$ cat config.mk
export PLATFORM = sky130hd
export DESIGN_NAME = acia_tx_fifo_flat
export DESIGN_NICKNAME = d
export VERILOG_FILES = /design/src/rtl/acia_tx_fifo_pkg.sv /design/src/rtl/acia_tx_fifo_if.sv /design/src/rtl/acia_tx_fifo_fifo.sv /design/src/rtl/acia_tx_fifo.sv /design/src/flat_wrapper.sv
export SDC_FILE = /design/constraint.sdc
export NUM_CORES = 1
export LEC_CHECK = 0
export ABC_AREA = 0
export CAP_MARGIN = 20
export CORE_MARGIN = 2
export CORE_UTILIZATION = 60
export CTS_BUF_LIST = sky130_fd_sc_hd__clkbuf_4 sky130_fd_sc_hd__clkbuf_8
export CTS_CLUSTER_SIZE = 24
export DETAILED_ROUTE_END_ITERATION = 10
export GPL_ROUTABILITY_DRIVEN = 0
export PLACE_DENSITY = 0.81
export SKIP_LAST_GASP = 1
export SYNTH_ARGS = -nofsm -noshare
export SYNTH_HDL_FRONTEND = slang
export SYNTH_SLANG_ARGS = --single-unit
$ cat constraint.sdc
create_clock -name clk -period 3.6 [get_ports clk]
set_clock_uncertainty 0.05 [all_clocks]
set_input_delay 0.72 -clock clk [delete_from_list [all_inputs] [get_ports clk]]
set_output_delay 0.72 -clock clk [all_outputs]
set_load 0.01 [all_outputs]
$ cat src/rtl/acia_tx_fifo_pkg.sv
// Shared definitions for the ACIA transmit path: FSM state encoding, frame
// constants and the baud divider helper.
package acia_tx_fifo_pkg;

  typedef enum logic [1:0] {
    IDLE  = 2'd0,
    START = 2'd1,
    DATA  = 2'd2,
    STOP  = 2'd3
  } tx_state_t;

  localparam int DATA_BITS = 8;
  localparam int STOP_BITS = 1;
  localparam int FRAME_BITS = 1 + DATA_BITS + STOP_BITS;

  // Ticks of the peripheral enable per serial bit, truncated toward zero.
  function automatic int acia_div(input int f, input int r);
    return f / r;
  endfunction

endpackage

$ cat src/rtl/acia_tx_fifo_if.sv
// Parallel push interface into the ACIA transmit buffer.
interface acia_tx_fifo_if;

  logic [7:0] tx_dat;
  logic       tx_stb;
  logic       tx_rdy;

  modport master (output tx_dat, output tx_stb, input tx_rdy);
  modport slave  (input tx_dat, input tx_stb, output tx_rdy);

endinterface

$ cat src/rtl/acia_tx_fifo_fifo.sv
// Synchronous first-word-fall-through FIFO; dout always shows the oldest
// entry. Pushes while full and pops while empty are ignored.
import acia_tx_fifo_pkg::*;

module acia_fifo #(
  parameter int DEPTH = 16,
  parameter int WIDTH = DATA_BITS
) (
  input  logic                   clk,
  input  logic                   reset,
  input  logic                   push,
  input  logic                   pop,
  input  logic [WIDTH-1:0]       din,
  output logic [WIDTH-1:0]       dout,
  output logic                   full,
  output logic                   empty,
  output logic [$clog2(DEPTH):0] count
);

  localparam int AW = $clog2(DEPTH);
  localparam logic [AW:0] FULL_CNT = (AW + 1)'(DEPTH);

  if (DEPTH < 2 || (DEPTH & (DEPTH - 1)) != 0) begin : g_depth_check
    $error("acia_fifo: DEPTH must be a power of two and at least 2");
  end

  logic [WIDTH-1:0] mem [DEPTH];
  logic [AW-1:0]    wr_ptr;
  logic [AW-1:0]    rd_ptr;
  logic             do_push;
  logic             do_pop;

  assign full    = (count == FULL_CNT);
  assign empty   = (count == '0);
  assign do_push = push && !full;
  assign do_pop  = pop && !empty;
  assign dout    = mem[rd_ptr];

  always_ff @(posedge clk) begin
    if (do_push) begin
      mem[wr_ptr] <= din;
    end
  end

  // Pointers wrap naturally because DEPTH is a power of two.
  always_ff @(posedge clk or posedge reset) begin
    if (reset) begin
      wr_ptr <= '0;
      rd_ptr <= '0;
      count  <= '0;
    end else begin
      if (do_push) begin
        wr_ptr <= wr_ptr + 1'b1;
      end
      if (do_pop) begin
        rd_ptr <= rd_ptr + 1'b1;
      end
      case ({do_push, do_pop})
        2'b10:   count <= count + 1'b1;
        2'b01:   count <= count - 1'b1;
        default: count <= count;
      endcase
    end
  end

endmodule

$ cat src/rtl/acia_tx_fifo.sv
// Buffered 8N1 serial transmitter: bytes pushed into a FIFO are sent
// LSB-first on tx_serial, bit timing derived from the pclk enable.
import acia_tx_fifo_pkg::*;

module acia_tx_fifo #(
  parameter int clk_freq = 4000000,
  parameter int sym_rate = 115200,
  parameter int DEPTH    = 16
) (
  input  logic                   clk,
  input  logic                   reset,
  input  logic                   pclk,
  acia_tx_fifo_if.slave          tx,
  output logic                   tx_serial,
  output logic                   tx_busy,
  output logic                   tx_done,
  output logic                   tx_ovf,
  output logic [$clog2(DEPTH):0] fifo_cnt
);

  localparam int DIV = acia_div(clk_freq, sym_rate);
  localparam int BW  = (DIV < 2) ? 1 : $clog2(DIV);
  localparam logic [BW-1:0] BAUD_LAST = BW'(DIV - 1);
  localparam logic [2:0]    BIT_LAST  = 3'(DATA_BITS - 1);

  if (DIV < 2) begin : g_div_check
    $error("acia_tx_fifo: clk_freq / sym_rate must be at least 2");
  end

  tx_state_t       state;
  tx_state_t       state_n;
  logic [BW-1:0]   baud;
  logic [BW-1:0]   baud_n;
  logic [2:0]      bit_cnt;
  logic [2:0]      bit_n;
  logic [7:0]      shift;
  logic [7:0]      shift_n;
  logic            serial_n;
  logic            done_n;
  logic            pop;
  logic            push;
  logic            full;
  logic            empty;
  logic            bit_end;
  logic [7:0]      fifo_dout;

  // Fullness is judged on the registered count, so a same-cycle pop never
  // makes room for a push.
  assign push      = tx.tx_stb && !full;
  assign tx.tx_rdy = !full;
  assign bit_end   = pclk && (baud == BAUD_LAST);
  assign tx_busy   = (state != IDLE) || !empty;

  acia_fifo #(
    .DEPTH (DEPTH),
    .WIDTH (8)
  ) u_fifo (
    .clk   (clk),
    .reset (reset),
    .push  (push),
    .pop   (pop),
    .din   (tx.tx_dat),
    .dout  (fifo_dout),
    .full  (full),
    .empty (empty),
    .count (fifo_cnt)
  );

  always_ff @(posedge clk or posedge reset) begin
    if (reset) begin
      state     <= IDLE;
      baud      <= '0;
      bit_cnt   <= '0;
      shift     <= '0;
      tx_serial <= 1'b1;
      tx_done   <= 1'b0;
      tx_ovf    <= 1'b0;
    end else begin
      state     <= state_n;
      baud      <= baud_n;
      bit_cnt   <= bit_n;
      shift     <= shift_n;
      tx_serial <= serial_n;
      tx_done   <= done_n;
      tx_ovf    <= tx_ovf | (tx.tx_stb & full);
    end
  end

  // The next line level is computed here and registered above; a new frame
  // is chained straight out of STOP so there is no idle gap between bytes.
  always_comb begin
    state_n  = state;
    baud_n   = baud;
    bit_n    = bit_cnt;
    shift_n  = shift;
    serial_n = tx_serial;
    done_n   = 1'b0;
    pop      = 1'b0;

    if (pclk && state != IDLE) begin
      baud_n = bit_end ? '0 : baud + 1'b1;
    end

    case (state)
      IDLE: begin
        if (pclk && !empty) begin
          pop      = 1'b1;
          shift_n  = fifo_dout;
          serial_n = 1'b0;
          baud_n   = '0;
          state_n  = START;
        end
      end
      START: begin
        if (bit_end) begin
          serial_n = shift[0];
          bit_n    = '0;
          state_n  = DATA;
        end
      end
      DATA: begin
        if (bit_end) begin
          shift_n = {1'b0, shift[7:1]};
          bit_n   = bit_cnt + 3'd1;
          if (bit_cnt == BIT_LAST) begin
            serial_n = 1'b1;
            state_n  = STOP;
          end else begin
            serial_n = shift[1];
          end
        end
      end
      STOP: begin
        if (bit_end) begin
          done_n = 1'b1;
          if (!empty) begin
            pop      = 1'b1;
            shift_n  = fifo_dout;
            serial_n = 1'b0;
            state_n  = START;
          end else begin
            state_n = IDLE;
          end
        end
      end
      default: state_n = IDLE;
    endcase
  end

endmodule
$ cat src/flat_wrapper.sv
// flat-port wrapper written by rule: the top's interface ports become plain ports
module acia_tx_fifo_flat 
#(
  parameter int clk_freq = 4000000,
  parameter int sym_rate = 115200,
  parameter int DEPTH    = 16
)
  (clk, reset, pclk, tx_serial, tx_busy, tx_done, tx_ovf, fifo_cnt, tx_tx_dat, tx_tx_stb, tx_tx_rdy);
  acia_tx_fifo_if tx_i ();
  input  logic clk;
  input  logic reset;
  input  logic pclk;
  output logic tx_serial;
  output logic tx_busy;
  output logic tx_done;
  output logic tx_ovf;
  output logic [$clog2(DEPTH):0] fifo_cnt;
  input wire logic [$bits(tx_i.tx_dat)-1:0] tx_tx_dat;
  input wire logic [$bits(tx_i.tx_stb)-1:0] tx_tx_stb;
  output wire logic [$bits(tx_i.tx_rdy)-1:0] tx_tx_rdy;
  assign tx_i.tx_dat = tx_tx_dat;
  assign tx_i.tx_stb = tx_tx_stb;
  assign tx_tx_rdy = tx_i.tx_rdy;
  acia_tx_fifo #(.clk_freq(clk_freq), .sym_rate(sym_rate), .DEPTH(DEPTH)) u_core (.clk(clk), .reset(reset), .pclk(pclk), .tx(tx_i), .tx_serial(tx_serial), .tx_busy(tx_busy), .tx_done(tx_done), .tx_ovf(tx_ovf), .fifo_cnt(fifo_cnt));
endmodule
==> results_dict.tcl, run 1 <==
set metrics [dict create \
    leakagePower_nw 2.79 \
    critPathMaxFanout 9 \
    rr_worst_depth 11 \
    ant_nets 0 \
    async_flop_share 0.215 \
    post_cts_buffers 0 \
    placed_area_um2 7320 \
    status "completed" \
    power.total_w 0.00592 \
    yosysTopAreaCellShare 0.557 \
    htreeDepth 4 \
    seq_area_frac_synth 0.684 \
    power_density_nw_per_um2 768 \
    die_width_um 111 \
    synth_edf_count 128 \
    grt_overflow 0 \
    min_period_over_period 0.842 \
    die_y_um 111 \
    cts_tree "done" \
    crit_slowest_cell "nor4_1" \
    worstMarginPinSlew_ns 0.789 \
    fin_crit_ns 3.03 \
    place_inst 586 \
    diodes 0 \
    core_area_um2 11300 \
    ys_warn_count 0 \
    grt_setup_unrepaired "no" \
    synth_largest_area_cell "edfxtp_1" \
    synthFlopType "edfxtp_1" \
    timing.fmax_ghz 0.330 \
    syn_area_per_cell_um2 16.2 \
    clk_root_buffer_cell "clkbuf_8" \
    critPathLaunchType "flop" \
    end_kind "flop" \
    cts_buffer_depth 2 \
    hp-class "reg -> reg" \
    syn_to_final_growth_pct 11.6 \
    slowest_delay_ns 0.51 \
    num_rows 39 \
    drv_cap 0 \
    first_global_vias 3768 \
    dp_hpwl_um 8870 \
    drive_gt1_frac 0.180 \
    crit_path_cell_trace "nor4_1 > nand2_1 > and2_1 > inv_1 > ha_1 > ha_1 > a21o_1 > a21oi_1 > xor2_1 > nor2_1 > xnor2_1" \
    nets 493 \
    fin_area_um2 7700 \
    cpMostUsedCell "ha_1" \
    cts_resized 0 \
    synthesis.nets 456 \
    grt_pass1_wl_um 20400 \
    rrSetupSlack_ns 0.57 \
    dieArea_um2 12400 \
    drc_errors 0 \
    drt_iter0_drc 260 \
    start_util 0.610 \
    syn_area_um2 6900 \
    synth_area_leaders "edfxtp_1, dfrtp_1, mux4_2" \
    required_ns 3.88 \
    wl_per_cell_um 21.0 \
    slew_headroom 0.472 \
    crit_arrival_ns 3.31 \
    path_clk_slew_ns 0.08 \
    track_usage 0.222 \
    clkLatencyLatePin_ns 0.44 \
    r2r_start "u_core.u_fifo.count[0]$_DFFE_PP0P_" \
    synthesis.instances 425 \
    startpoint "u_core.u_fifo.count[0]$_DFFE_PP0P_" \
    stdcell_count 616 \
    finalWirelength_um 12900 \
    first_pass_iters 4 \
    portBuffers 21 \
    final.setup.tns_ns 0 \
    ios 22 \
    endpoint "u_core.u_fifo.count[4]$_DFFE_PP0P_" \
    vias 3718 \
    finalSetupViolCount 0 \
    crit_type "reg -> reg" \
    synth_seq_cells 163 \
    hold_viol_final 0 \
    rr_endpoint "u_core.u_fifo.count[4]$_DFFE_PP0P_" \
    num-fill-cells 725 \
    ys_top_cells_by_count "edfxtp_1, dfrtp_1, mux2i_1" \
    yosysMostFrequentCell "edfxtp_1" \
    clock_sinks 163 \
    antenna_found_initial 0 \
    vias_per_cell 6.04 \
    ir_drop_uv 444 \
    cts_buffers 17 \
    slew_viol_final 0 \
    synth.distinct_cells 50 \
    cts_hold_buf 0 \
    grt_max_degree 27 \
]
[routing by layer]
layer | track usage | routed length [um] | part of all wire
met1 | 0.289 | 5220 | 0.40
met3 | 0.0601 | 808 | 0.063
met5 | 0 | 0 | 0
met2 | 0.356 | 6580 | 0.51
met4 | 0.0988 | 317 | 0.025
[report_power, final]
part	total, W	switching [W]	internal, W	leakage (nW)
Sequential	0.00264	0.000292	0.00235	1.58
Combinational	0.00199	0.00105	0.000946	1.02
Clock	0.00129	0.000611	0.000675	0.192
[registers in the layout, summed over array words and instances, names as in the netlist]
register              count
u_core.baud               6
u_core.bit_cnt            3
u_core.shift              8
u_core.state              2
u_core.tx_done            1
u_core.tx_ovf             1
u_core.tx_serial          1
u_core.u_fifo.count       5
u_core.u_fifo.mem       128
u_core.u_fifo.rd_ptr      4
u_core.u_fifo.wr_ptr      4
[worst max-delay path: cells and delay by family (launching register included)]
kind | cells | cell delay [ns]
adder cells (fa/ha/maj) | 2 | 0.59
AND/OR/NAND/NOR | 4 | 1.00
AO/OA/AOI/OAI | 2 | 0.38
XOR/XNOR | 2 | 0.31
flip-flops | 1 | 0.48
buffers and inverters | 1 | 0.09
[layout by cell type, fill, tap and decap left out, types with 3 or more instances in the layout]
cell / synthesis / final
clkbuf_8: 1 / 17
nor3_1: 5 / 5
a31oi_1: 8 / 8
mux2_2: 10 / 10
a22oi_1: 7 / 7
mux2i_1: 31 / 31
ha_1: 18 / 18
a221oi_1: 14 / 14
xor2_1: 6 / 6
clkdlybuf4s50_1: 0 / 21
nand4_1: 3 / 3
and2_1: 3 / 3
buf_4: 4 / 16
xnor2_1: 8 / 8
nor2b_1: 3 / 3
nand2_1: 23 / 23
a21oi_1: 5 / 5
nand3_1: 3 / 3
bufinv_16: 0 / 3
clkinv_2: 0 / 4
nor2_1: 24 / 24
mux4_2: 18 / 18
edfxtp_1: 128 / 128
inv_1: 11 / 11
dfrtp_1: 34 / 33
o31ai_1: 3 / 3
o21ai_0: 15 / 15
[worst min path at each step]
| stage | end | startpoint | depth (start not counted) | slack [ns] |
|---|---|---|---|---|
| 6_report | u_core.tx_ovf$_DFF_PP0_ | u_core.tx_ovf$_DFF_PP0_ | 1 | 0.42 |
| 3_3_place_gp | u_core.tx_ovf$_DFF_PP0_ | u_core.tx_ovf$_DFF_PP0_ | 1 | 0.40 |
| 5_1_grt | u_core.tx_ovf$_DFF_PP0_ | u_core.tx_ovf$_DFF_PP0_ | 1 | 0.44 |
| 2_1_floorplan | u_core.bit_cnt[0]$_DFFE_PP0P_ | u_core.bit_cnt[0]$_DFFE_PP0P_ | 1 | 0.41 |
| 3_5_place_dp | u_core.tx_ovf$_DFF_PP0_ | u_core.tx_ovf$_DFF_PP0_ | 1 | 0.41 |
| 4_1_cts | u_core.tx_ovf$_DFF_PP0_ | u_core.tx_ovf$_DFF_PP0_ | 1 | 0.42 |
[final cells by class]
cell class	count	area [um^2]	area share
flip-flops and latches	163	4720	0.613
repair buffers	38	350	0.0455
clock inverters	12	141	0.0184
multi-input cells	231	2030	0.263
inverters	11	41.3	0.00536
well taps	143	179	0.0232
clock buffers	18	241	0.0314
[metrics by stage]
step	utilization	hold slack, ns	setup slack (ns)
finish	0.680	0.417	0.568
global route	0.680	0.441	0.293
CTS	0.680	0.424	0.559
detailed placement	0.647	0.405	0.166
global placement	0.647	0.403	0.304
floorplan	-	0.409	0.677
[cell families (layout without fill, tap and decap cells)]
group,count (synthesis),in the layout,synth area share
buffers and inverters,31,79,0.0221
AND/OR/NAND/NOR,75,75,0.0531
adder cells (fa/ha/maj),19,19,0.0355
multiplexers,59,59,0.120
flip-flops,163,163,0.684
XOR/XNOR,14,14,0.0178
AO/OA/AOI/OAI,64,64,0.0673
No activity file was read; power rests on OpenSTA's default activity.
==> run 2: changes to the inputs <==
--- a/config.mk
+++ b/config.mk
@@ -8,7 +8,7 @@
 export ABC_AREA = 0
 export CAP_MARGIN = 20
 export CORE_MARGIN = 2
-export CORE_UTILIZATION = 60
+export CORE_UTILIZATION = 57
 export CTS_BUF_LIST = sky130_fd_sc_hd__clkbuf_4 sky130_fd_sc_hd__clkbuf_8
 export CTS_CLUSTER_SIZE = 24
 export DETAILED_ROUTE_END_ITERATION = 10
==> constraint.sdc (replaced) <==
create_clock -name clk -period 2.63 [get_ports clk]
set_clock_uncertainty 0.05 [all_clocks]
set_input_delay 0.526 -clock clk [delete_from_list [all_inputs] [get_ports clk]]
set_output_delay 0.526 -clock clk [all_outputs]
set_load 0.01 [all_outputs]
==> results_dict.tcl, run 2 (synthesis gave the netlist of run 1 again) <==
set metrics [dict create \
    cts_buffer_depth 2 \
    ant_nets 0 \
    die_width_um 114 \
    htreeDepth 4 \
    slew_headroom 0.571 \
    timing.fmax_ghz 0.393 \
    dp_hpwl_um 8770 \
    crit_path_cell_trace "or4_4 > nor2_4 > nor3_2 > ha_2 > fa_2 > a21o_1 > a21oi_1 > xor2_1 > nor2_1 > xnor2_1" \
    cts_tree "done" \
    syn_to_final_growth_pct 14.6 \
    cp.depth 10 \
    drv_cap 0 \
    track_usage 0.219 \
    hold_viol_final 0 \
    crit_slowest_cell "or4_4" \
    crit_buf_inv 0 \
    start_util 0.579 \
    clk_root_buffer_cell "clkbuf_8" \
    wl_per_cell_um 20.4 \
    drc_errors 0 \
    finalSetupViolCount 0 \
    worstMarginPinSlew_ns 0.642 \
    vias 3852 \
    grt_pass1_wl_um 20700 \
    dieArea_um2 13000 \
    critPathLaunchType "flop" \
    antenna_found_initial 0 \
    fin_crit_ns 2.55 \
    path_clk_slew_ns 0.09 \
    final_common_cell "edfxtp_1" \
    end_kind "flop" \
    place_inst 611 \
    leakagePower_nw 2.89 \
    finalHoldWorstSlack_ns 0.416 \
    stdcell_count 646 \
    status "completed" \
    die_y_um 114 \
    min_period_over_period 0.968 \
    crit_type "reg -> reg" \
    clkLatencyLatePin_ns 0.46 \
    rrSetupSlack_ns 0.08 \
    slowest_delay_ns 0.58 \
    power_density_nw_per_um2 1040 \
    core_area_um2 11900 \
    setup_slack_ns 0.0835 \
    portBuffers 21 \
    nets 517 \
    crit_family "simple AND/OR/NAND/NOR gates" \
    ios 22 \
    cts_buffers 17 \
    hp-class "in -> async" \
    rr_endpoint "u_core.u_fifo.count[4]$_DFFE_PP0P_" \
    drt_iter0_drc 315 \
    reg_top3 "u_core.u_fifo.mem x128, u_core.shift x8, u_core.baud x6" \
    layout_common_cells "edfxtp_1, buf_4, mux2i_1, dfrtp_1" \
    first_global_vias 3842 \
    diodes 0 \
    grt_overflow 0 \
    power.total_w 0.00819 \
    grt_max_degree 50 \
    registers.top_by_ff_count "u_core.u_fifo.mem" \
    required_ns 2.93 \
    num_rows 40 \
    clock_sinks 163 \
    largest_reg_flops 128 \
    vias_per_cell 5.96 \
    critPathMaxFanout 3 \
    first_pass_iters 5 \
    ir_drop_uv 602 \
    finalWirelength_um 13200 \
    drive_gt1_frac 0.238 \
    r2r_start "u_core.u_fifo.count[1]$_DFFE_PP0P_" \
    pre_cts_ws_ns -0.195 \
    crit_arrival_ns 2.84 \
    slew_viol_final 0 \
    rr_worst_depth 10 \
]
## run 2: what timing repair did
action,in CTS,in global routing
setup buffers,1,2
pin swaps,0,1
hold buffers,0,0
resized for setup,0,2
setup endpoints to repair,1,3
## run 2: through the flow
stage	util	area (um^2)	setup TNS, ns
6_report	0.664	7910	0
5_1_grt	0.664	7910	-0.0422
4_1_cts	0.662	7880	0
3_5_place_dp	0.632	7530	-0.375
3_3_place_gp	0.632	7530	-0.250
2_1_floorplan	-	6940	0
## run 2: per-layer routing
layer | up-vias | track usage | wire length [um]
met5 | - | 0 | 0
met4 | 0 | 0.0837 | 239
met3 | 26 | 0.0441 | 571
met2 | 105 | 0.363 | 6710
met1 | 1945 | 0.290 | 5680
li1 | 1776 | - | -
## run 2: worst register-to-register path, delay by kind of cell (launching register included)
kind            cells  cell delay (ns)
compound gates      2             0.33
simple gates        4             0.82
xor+xnor            2             0.28
fa+ha+maj           2             0.55
flops               1             0.41
## run 2: where the power goes
part           switching (W)  internal, W  leakage (nW)
combinational        0.00164      0.00148          1.15
sequential          0.000291      0.00321          1.58
clock               0.000915     0.000657         0.166
## run 2: how the worst max path moves through the flow
stage                                            start                                  to  slack [ns]
floorplan           u_core.u_fifo.count[1]$_DFFE_PP0P_  u_core.u_fifo.count[4]$_DFFE_PP0P_        0.01
global placement                                  pclk  u_core.u_fifo.count[4]$_DFFE_PP0P_       -0.13
detailed placement                                pclk  u_core.u_fifo.count[3]$_DFFE_PP0P_       -0.19
CTS                        u_core.state[1]$_DFFE_PP0P_                             tx_busy        0.01
global route                  u_core.baud[0]$_DFF_PP0_  u_core.u_fifo.count[4]$_DFFE_PP0P_       -0.02
finish              u_core.u_fifo.count[1]$_DFFE_PP0P_  u_core.u_fifo.count[4]$_DFFE_PP0P_        0.08
## run 2: area by class of cell
class / count / area, um^2
multi-input combinational: 231 / 2070
inverter: 11 / 41.3
fill: 787 / 4010
timing repair buffer: 62 / 546
clock buffer: 17 / 234
sequential: 163 / 4730
clock inverter: 15 / 109
tap: 147 / 184
==> run 3: changes to the inputs <==
--- a/config.mk
+++ b/config.mk
@@ -8,7 +8,7 @@
 export ABC_AREA = 0
 export CAP_MARGIN = 20
 export CORE_MARGIN = 2
-export CORE_UTILIZATION = 57
+export CORE_UTILIZATION = 60
 export CTS_BUF_LIST = sky130_fd_sc_hd__clkbuf_4 sky130_fd_sc_hd__clkbuf_8
 export CTS_CLUSTER_SIZE = 24
 export DETAILED_ROUTE_END_ITERATION = 10
==> constraint.sdc (replaced) <==
create_clock -name clk -period 2.8 [get_ports clk]
set_clock_uncertainty 0.05 [all_clocks]
set_input_delay 0.56 -clock clk [delete_from_list [all_inputs] [get_ports clk]]
set_output_delay 0.56 -clock clk [all_outputs]
set_load 0.01 [all_outputs]
==> results_dict.tcl, run 3 (synthesis gave the netlist of run 1 again) <==
set metrics [dict create \
    num-fill-cells 729 \
    timing.fmax_ghz 0.374 \
    min_period_over_period 0.955 \
    dp_hpwl_um 9320 \
    worstMarginPinSlew_ns 0.641 \
    diodes 0 \
    crit_slowest_cell "clkdlybuf4s50_1" \
    core_area_um2 11300 \
    largest_reg_flops 128 \
    first_global_vias 4056 \
    hold_viol_final 0 \
    reg_top3 "u_core.u_fifo.mem x128, u_core.shift x8, u_core.baud x6" \
    layout.area.seq_um2 4720 \
    antenna_found_initial 0 \
    nets 513 \
    grt_max_degree 50 \
    slew_viol_final 0 \
    clock_sinks 163 \
    cts_buffers 17 \
    startpoint "u_core.state[0]$_DFFE_PP0P_" \
    ant_nets 0 \
    rr_worst_depth 10 \
    htreeDepth 4 \
    utilization 0.697 \
    wl_per_cell_um 21.3 \
    crit_family "buffers and inverters" \
    setup_slack_ns 0.126 \
    dieArea_um2 12400 \
    start_util 0.610 \
    track_usage 0.234 \
    grt_pass1_wl_um 21500 \
    ios 22 \
    end_kind "output port" \
    finalSetupViolCount 0 \
    slew_headroom 0.572 \
    critPathMaxFanout 7 \
    finalWirelength_um 13500 \
    grt_setup_unrepaired "no" \
    hold_path_depth 1 \
    final.setup.tns_ns 0 \
    rr_endpoint "u_core.u_fifo.count[4]$_DFFE_PP0P_" \
    fin_crit_ns 2.67 \
    cts_buffer_depth 2 \
    finalHoldWorstSlack_ns 0.419 \
    crit_type "reg -> out" \
    registers.top_by_ff_count "u_core.u_fifo.mem" \
    layout_common_cells "edfxtp_1, buf_4, dfrtp_1, mux2i_1" \
    crit_buf_inv 3 \
    die_width_um 111 \
    crit_arrival_ns 2.06 \
    clkLatencyLatePin_ns 0.45 \
    grt_overflow 0 \
    die_y_um 111 \
    cts_tree "done" \
    cp.depth 5 \
    vias_per_cell 6.11 \
    leakagePower_nw 2.89 \
    ir_drop_uv 572 \
    multi_input_area_um2 2060 \
    endpoint "tx_busy" \
    vias 3886 \
    final_common_cell "edfxtp_1" \
    drc_errors 0 \
    path_clk_slew_ns 0.08 \
    clk_root_buffer_cell "clkbuf_8" \
    hp-class "reg -> reg" \
    syn_to_final_growth_pct 14.3 \
    crit_path_cell_trace "inv_1 > ha_1 > buf_4 > nand3_1 > clkdlybuf4s50_1" \
    drv_cap 0 \
    slowest_delay_ns 0.56 \
    drive_gt1_frac 0.223 \
    num_rows 39 \
    r2r_start "u_core.u_fifo.count[0]$_DFFE_PP0P_" \
    required_ns 2.19 \
    portBuffers 21 \
    first_pass_iters 5 \
    pre_cts_ws_ns -0.298 \
    critPathLaunchType "flop" \
    status "completed" \
    drt_iter0_drc 370 \
    rrSetupSlack_ns 0.14 \
    power_density_nw_per_um2 990 \
]
-- run 3: cell types whose count changed in the layout (fill, tap and decap cells not counted), sizes merged --
| cell | before | now |
|---|---|---|
| inv | 16 | 11 |
| buf | 41 | 37 |
| bufinv | 0 | 3 |
| clkbuf | 17 | 18 |
| clkdlybuf4s50 | 20 | 21 |
| clkinvlp | 3 | 2 |
| dlymetal6s2s | 1 | 0 |
-- run 3: report_power, final --
| part | internal, W | switching [W] | total (W) |
|---|---|---|---|
| clock network | 0.000868 | 0.000799 | 0.00167 |
| logic | 0.00133 | 0.00151 | 0.00284 |
| registers | 0.00301 | 0.000285 | 0.00330 |
-- run 3: worst min-delay path by stage --
| stage | start | end | slack (ns) |
|---|---|---|---|
| global placement | u_core.tx_ovf$_DFF_PP0_ | u_core.tx_ovf$_DFF_PP0_ | 0.40 |
| finish | u_core.tx_ovf$_DFF_PP0_ | u_core.tx_ovf$_DFF_PP0_ | 0.42 |
| detailed placement | u_core.tx_ovf$_DFF_PP0_ | u_core.tx_ovf$_DFF_PP0_ | 0.41 |
| CTS | u_core.tx_ovf$_DFF_PP0_ | u_core.tx_ovf$_DFF_PP0_ | 0.42 |
| global route | u_core.tx_ovf$_DFF_PP0_ | u_core.tx_ovf$_DFF_PP0_ | 0.44 |
| floorplan | u_core.bit_cnt[0]$_DFFE_PP0P_ | u_core.bit_cnt[0]$_DFFE_PP0P_ | 0.41 |
-- run 3: what timing repair did --
item,CTS,global route
pin swaps,0,1
setup buffers,0,0
endpoints found under the setup margin,1,2
gates resized for setup,1,5
hold buffers,0,0
-- run 3: final cells by class --
class                      count  area share
sequential                   163       0.599
multi-input combinational    231       0.261
timing repair buffer          58      0.0635
clock buffer                  18      0.0306
tap                          143      0.0227
clock inverter                12      0.0179
inverter                      11     0.00524
-- run 3: routing by layer --
metal	routed length, um	track usage
met1	5480	0.310
met2	6970	0.376
met3	818	0.0590
met4	279	0.0979
met5	0	0
-- run 3: per-stage QoR --
stage	cell area [um^2]	power, W	cells
floorplan	6910	0.00526	425
global placement	7480	0.00602	606
detailed placement	7480	0.00614	606
CTS	7860	0.00780	636
global route	7890	0.00820	636
finish	7890	0.00781	636
